### src/rtl/hetic_cfg_loader.sv
// OBI manager that writes one interrupt-line configuration per command into the
// hetic register file, with optional read-back verify and response timeout.
module hetic_cfg_loader #(
  parameter int unsigned NrIrqLines = 64,
  parameter int unsigned NrIrqPrios = 32,
  parameter logic [31:0] BaseAddr   = 32'h0,
  parameter int unsigned RspTimeout = 16,
  localparam int unsigned IrqWidth  = $clog2(NrIrqLines),
  localparam int unsigned PrioWidth = $clog2(NrIrqPrios)
) (
  input  logic                 clk_i,
  input  logic                 rst_ni,
  input  logic                 cfg_valid_i,
  output logic                 cfg_ready_o,
  input  logic [IrqWidth-1:0]  cfg_idx_i,
  input  logic [5:0]           cfg_ctrl_i,
  input  logic [PrioWidth-1:0] cfg_prio_i,
  input  logic                 cfg_verify_i,
  output logic                 obi_req_o,
  input  logic                 obi_gnt_i,
  output logic [31:0]          obi_addr_o,
  output logic                 obi_we_o,
  output logic [3:0]           obi_be_o,
  output logic [31:0]          obi_wdata_o,
  input  logic                 obi_rvalid_i,
  input  logic [31:0]          obi_rdata_i,
  output logic                 busy_o,
  output logic                 done_o,
  output logic                 err_o,
  output logic [1:0]           err_code_o,
  output logic [IrqWidth-1:0]  err_idx_o,
  input  logic                 err_clr_i
);

  localparam int unsigned CntWidth = $clog2(RspTimeout + 1);
  localparam logic [CntWidth-1:0] CntMax = CntWidth'(RspTimeout);
  localparam logic [1:0] ErrMismatch = 2'b01;
  localparam logic [1:0] ErrTimeout  = 2'b10;
  // ip (bit 1) and the spare bits [7:6] / [15:8+PrioWidth] are not compared on read-back
  localparam logic [15:0] CmpMask = {8'((2 ** PrioWidth) - 1), 8'h3D};

  typedef enum logic [2:0] {
    IDLE,
    WR_REQ,
    WR_RSP,
    RD_REQ,
    RD_RSP
  } state_e;

  state_e               state_q, state_d;
  logic [IrqWidth-1:0]  idx_q, idx_d;
  logic [5:0]           ctrl_q, ctrl_d;
  logic [PrioWidth-1:0] prio_q, prio_d;
  logic                 verify_q, verify_d;
  logic [CntWidth-1:0]  cnt_q, cnt_d;
  logic                 req_q, req_d;
  logic                 we_q, we_d;
  logic [31:0]          addr_q, addr_d;
  logic [3:0]           be_q, be_d;
  logic [31:0]          wdata_q, wdata_d;
  logic                 done_q, done_d;
  logic                 err_q, err_d;
  logic [1:0]           err_code_q, err_code_d;
  logic [IrqWidth-1:0]  err_idx_q, err_idx_d;

  logic [15:0]          exp_half;
  logic [15:0]          rsp_half;
  logic                 mismatch;
  logic [CntWidth-1:0]  cnt_inc;
  logic                 rsp_timeout;
  logic [15:0]          cmd_half;
  logic                 new_err;
  logic [1:0]           new_code;

  assign exp_half    = {8'(prio_q), 2'b00, ctrl_q};
  assign rsp_half    = idx_q[0] ? obi_rdata_i[31:16] : obi_rdata_i[15:0];
  assign mismatch    = ((rsp_half ^ exp_half) & CmpMask) != 16'h0000;
  assign cnt_inc     = cnt_q + CntWidth'(1);
  assign rsp_timeout = (cnt_inc == CntMax);
  assign cmd_half    = {8'(cfg_prio_i), 2'b00, cfg_ctrl_i};

  always_comb begin
    state_d    = state_q;
    idx_d      = idx_q;
    ctrl_d     = ctrl_q;
    prio_d     = prio_q;
    verify_d   = verify_q;
    cnt_d      = cnt_q;
    req_d      = req_q;
    we_d       = we_q;
    addr_d     = addr_q;
    be_d       = be_q;
    wdata_d    = wdata_q;
    done_d     = 1'b0;
    err_d      = err_q;
    err_code_d = err_code_q;
    err_idx_d  = err_idx_q;
    new_err    = 1'b0;
    new_code   = 2'b00;

    unique case (state_q)
      IDLE: begin
        if (cfg_valid_i) begin
          idx_d    = cfg_idx_i;
          ctrl_d   = cfg_ctrl_i;
          prio_d   = cfg_prio_i;
          verify_d = cfg_verify_i;
          req_d    = 1'b1;
          we_d     = 1'b1;
          // two lines share one 32-bit word, odd lines in the upper half
          addr_d   = BaseAddr + 32'({cfg_idx_i[IrqWidth-1:1], 2'b00});
          be_d     = cfg_idx_i[0] ? 4'b1100 : 4'b0011;
          wdata_d  = cfg_idx_i[0] ? {cmd_half, 16'h0000} : {16'h0000, cmd_half};
          state_d  = WR_REQ;
        end
      end
      WR_REQ: begin
        if (obi_gnt_i) begin
          req_d   = 1'b0;
          cnt_d   = '0;
          state_d = WR_RSP;
        end
      end
      WR_RSP: begin
        if (obi_rvalid_i) begin
          if (verify_q) begin
            req_d   = 1'b1;
            we_d    = 1'b0;
            state_d = RD_REQ;
          end else begin
            done_d  = 1'b1;
            state_d = IDLE;
          end
        end else begin
          cnt_d = cnt_inc;
          if (rsp_timeout) begin
            new_err  = 1'b1;
            new_code = ErrTimeout;
            done_d   = 1'b1;
            state_d  = IDLE;
          end
        end
      end
      RD_REQ: begin
        if (obi_gnt_i) begin
          req_d   = 1'b0;
          cnt_d   = '0;
          state_d = RD_RSP;
        end
      end
      RD_RSP: begin
        if (obi_rvalid_i) begin
          new_err  = mismatch;
          new_code = ErrMismatch;
          done_d   = 1'b1;
          state_d  = IDLE;
        end else begin
          cnt_d = cnt_inc;
          if (rsp_timeout) begin
            new_err  = 1'b1;
            new_code = ErrTimeout;
            done_d   = 1'b1;
            state_d  = IDLE;
          end
        end
      end
      default: begin
        req_d   = 1'b0;
        state_d = IDLE;
      end
    endcase

    // clear wins over a same-cycle error; otherwise only the first error is kept
    if (err_clr_i) begin
      err_d      = 1'b0;
      err_code_d = 2'b00;
      err_idx_d  = '0;
    end else if (new_err && !err_q) begin
      err_d      = 1'b1;
      err_code_d = new_code;
      err_idx_d  = idx_q;
    end
  end

  always_ff @(posedge clk_i or negedge rst_ni) begin
    if (!rst_ni) begin
      state_q    <= IDLE;
      idx_q      <= '0;
      ctrl_q     <= '0;
      prio_q     <= '0;
      verify_q   <= 1'b0;
      cnt_q      <= '0;
      req_q      <= 1'b0;
      we_q       <= 1'b0;
      addr_q     <= '0;
      be_q       <= '0;
      wdata_q    <= '0;
      done_q     <= 1'b0;
      err_q      <= 1'b0;
      err_code_q <= 2'b00;
      err_idx_q  <= '0;
    end else begin
      state_q    <= state_d;
      idx_q      <= idx_d;
      ctrl_q     <= ctrl_d;
      prio_q     <= prio_d;
      verify_q   <= verify_d;
      cnt_q      <= cnt_d;
      req_q      <= req_d;
      we_q       <= we_d;
      addr_q     <= addr_d;
      be_q       <= be_d;
      wdata_q    <= wdata_d;
      done_q     <= done_d;
      err_q      <= err_d;
      err_code_q <= err_code_d;
      err_idx_q  <= err_idx_d;
    end
  end

  assign cfg_ready_o = (state_q == IDLE);
  assign busy_o      = (state_q != IDLE);
  assign obi_req_o   = req_q;
  assign obi_we_o    = we_q;
  assign obi_addr_o  = addr_q;
  assign obi_be_o    = be_q;
  assign obi_wdata_o = wdata_q;
  assign done_o      = done_q;
  assign err_o       = err_q;
  assign err_code_o  = err_code_q;
  assign err_idx_o   = err_idx_q;

endmodule

### config.mk
export PLATFORM = sky130hd
export DESIGN_NAME = hetic_cfg_loader
export DESIGN_NICKNAME = d
export VERILOG_FILES = /design/src/rtl/hetic_cfg_loader.sv
export SDC_FILE = /design/constraint.sdc
export NUM_CORES = 1
export LEC_CHECK = 0
export BUFFER_PORTS_ARGS = -buffer_cell sky130_fd_sc_hd__buf_2
export CORE_MARGIN = 2
export CORE_UTILIZATION = 30
export DETAILED_ROUTE_END_ITERATION = 12
export MAX_ROUTING_LAYER = met4
export SLEW_MARGIN = 20
export SYNTH_ARGS = -nofsm -noshare
export SYNTH_HDL_FRONTEND = slang
export SYNTH_SLANG_ARGS = --single-unit
export TNS_END_PERCENT = 20
### constraint.sdc
create_clock -name clk_i -period 5.3 [get_ports clk_i]
set_input_delay 1.06 -clock clk_i [delete_from_list [all_inputs] [get_ports clk_i]]
set_output_delay 1.06 -clock clk_i [all_outputs]
set_load 0.05 [all_outputs]
==> metrics.csv <==
metric,value,unit
run status,completed,
"Slew Viols, Final",0,
area occupied by multi-input gates,1380,µm²
core footprint,10200,µm²
post-cts sizing count,0,
Rows,37,
Synth Warn #,0,
Final setup viols,0,
CP Launch Type,flip-flop,
Leakage,1.86,nW
WHS,480,ps
sequential cell area fraction in the yosys report,48.2,%
unrepaired setup endpoints after global routing,no,
Initial DRC Count,45,
"FFs w/ async S/R, synth",100,%
Post-synth EDFFs,0,
antenna cell count,0,
clock sink count,60,
top_reg_cell synth,dfrtp_1,
vias,2376,
Mapped Area,3110,µm²
Die Width,106,µm
"commonest non-fill, non-tap cell in the layout",buf_2,
Max Clk Rate,0.354,GHz
Routed WL per cell,12.8,µm
H-tree lvl count,3,
Worst Path Arrival,1760,ps
R2R Path Start,idx_q[0]$_DFFE_PN0P_,
Cells after DPL,523,
clk buf depth,2,
Die Ht,106,µm
Seq. cell area,1500,µm²
Remaining DRCs,0,
DP HPWL,5020,µm
Worst-path clk slew,70,ps
Hold Crit Class,flip-flop to flip-flop,
worst skew pair latency,320,ps
TritonCTS clock tree,built,
number of synthesized register bits,60,
Synth Instances,316,
Final Non-Filler Cells,539,
Post-CTS Hold Fix Bufs,0,
pin count of the biggest net entering global routing,64,
first-pass GRT wire length,11200,µm
"Slowest-stage cell, CP",dfrtp_1,
fin worst setup slack,2480,ps
aggregate global-route resource usage,13.0,%
"slowest stage delay, CP",550,ps
die area,11200,µm²
max_cap viols,0,
vias in the first global route,2323,
CP Max Fanout,15,
crit path time final,2820,ps
share of layout cells above drive strength 1,31.8,%
# Post-CTS Setup Buffers,0,
Starting Density,30.6,%
Worst slew margin,48.7,%
Area Growth Syn to Fin,20.7,%
Routed Antenna Nets,0,
syn_area_per_cell,9.86,µm²
setup TNS,0,ps
Layout fillers,1062,
Root Buffer,clkbuf_8,
required time worst endpoint,4240,ps
Fin. Hold Viols,0,
CP startpoint,state_q[0]$_DFFE_PN0P_,
hold wc startpoint,obi_wdata_o[0]$_DFFE_PN0P_,
Crit Path Class,flip-flop to output port,
Num CTS Buffers,9,
PD cells,638,nW/µm²
WL final,6910,µm
critical path endpoint category,output port,
Port Buffers,88,
grt ovf,0,
num ports,138,
number of library cell types mapped by synthesis,36,
Peak VDD IR,0.308,mV
final-stage net count,455,
critical-path cell list,"or3_1, inv_1, buf_2",
pre-CTS setup slack,2460,ps
Pre-Repair DR Iteration Count,4,
RD Place Congestion,0.777,
most frequent cells in the layout,"buf_2 (88), dfrtp_1 (60), nand2_1 (44), o21ai_0 (41), conb_1 (37)",
Worst Skew,6.47,ps
antenna violations before repair,0,
Worst Tran Pin Value,769,ps
fin util,36.9,%
Final period util,53.2,%
vias per cell,4.41,
area by class of cell:
cell class,count,share of cell area (%)
Tap cell,136,4.53
Timing Repair Buffer,89,11.9
Multi-Input combinational cell,235,36.7
Inverter,3,0.300
Clock inverter,4,2.53
Sequential cell,60,39.9
Clock buffer,12,4.13
cells in the mapped netlist (2+ instances only):
master | number | area, µm²
dfrtp_1 | 60 | 1500
nand2_1 | 45 | 169
o21ai_0 | 41 | 205
buf_4 | 39 | 293
mux2_2 | 18 | 203
a21oi_1 | 15 | 75.1
nand2b_1 | 15 | 93.8
clkbuf_1 | 11 | 41.3
mux2i_1 | 11 | 110
xor2_1 | 10 | 87.6
nor2_1 | 9 | 33.8
nand3_1 | 8 | 40.0
inv_1 | 3 | 11.3
nand4_1 | 3 | 18.8
a211oi_1 | 2 | 15.0
buf_6 | 2 | 22.5
nand4b_1 | 2 | 17.5
nor3_1 | 2 | 10.0
o31ai_1 | 2 | 15.0
or4_1 | 2 | 15.0
path summary, 6_finish.rpt:
| check | to | slack, ps | cells past startpoint |
|---|---|---|---|
| worst max-delay path | cfg_ready_o | 2480 | 3 |
| worst min-delay path | obi_wdata_o[0]$_DFFE_PN0P_ | 480 | 2 |
| worst max register to register | err_code_o[1]$_DFFE_PN0P_ | 2740 | 6 |
| worst min register to register | obi_wdata_o[0]$_DFFE_PN0P_ | 480 | 2 |
| max in group asynchronous | idx_q[3]$_DFFE_PN0P_ | 3910 | 2 |
| min in group asynchronous | obi_wdata_o[25]$_DFFE_PN0P_ | 890 | 2 |
critical path, delay by kind of cell (launching register included):
family                 cells  cell delay, ps
AND/OR/NAND/NOR            1             470
buffers and inverters      2             420
flip-flops                 1             550
cell families (layout without fill, tap and decap cells):
family | after synthesis | after routing | share of synthesized area [%]
xor gates and xnor gates | 11 | 11 | 3.09
muxes | 29 | 29 | 10.0
and+or+nand+nor | 93 | 93 | 15.1
other | 1 | 37 | 0.120
adders and majority gates | 1 | 1 | 0.402
DFF | 60 | 60 | 48.2
buffers and inverters | 57 | 108 | 12.1
AOI/OAI and AO/OA | 64 | 64 | 10.9
stage by stage:
stage	area [µm²]	total power (W)
final	3760	0.00240
after global routing	3760	0.00255
after CTS	3750	0.00243
after detailed placement	3500	0.00191
after global placement	3500	0.00188
after floorplan	3250	0.00168
sequential cells by signal, summed over array words and instances (netlist names), 2 cells and up:
name / cells
err_code_o: 2
cnt_q: 5
obi_wdata_o: 22
ctrl_q: 5
prio_q: 5
idx_q: 5
err_idx_o: 6
state_q: 3
power breakdown:
group | internal [W] | switching, W | total, W
Combinational | 0.000305 | 0.000783 | 0.00109
Clock | 0.000338 | 0.000174 | 0.000512
Sequential | 0.000633 | 0.000165 | 0.000798
routing by layer:
| metal | wire [µm] | share of wire, % | up-vias | global-route usage [%] |
|---|---|---|---|---|
| met1 | 3120 | 45 | 1115 | 16.6 |
| met5 | 0 | 0 | - | - |
| met2 | 3220 | 47 | 91 | 19.6 |
| met4 | 92 | 1.3 | 0 | 4.89 |
| met3 | 476 | 6.9 | 9 | 3.90 |
| li1 | - | - | 1161 | - |
No activity file was read; power rests on OpenSTA's default activity.
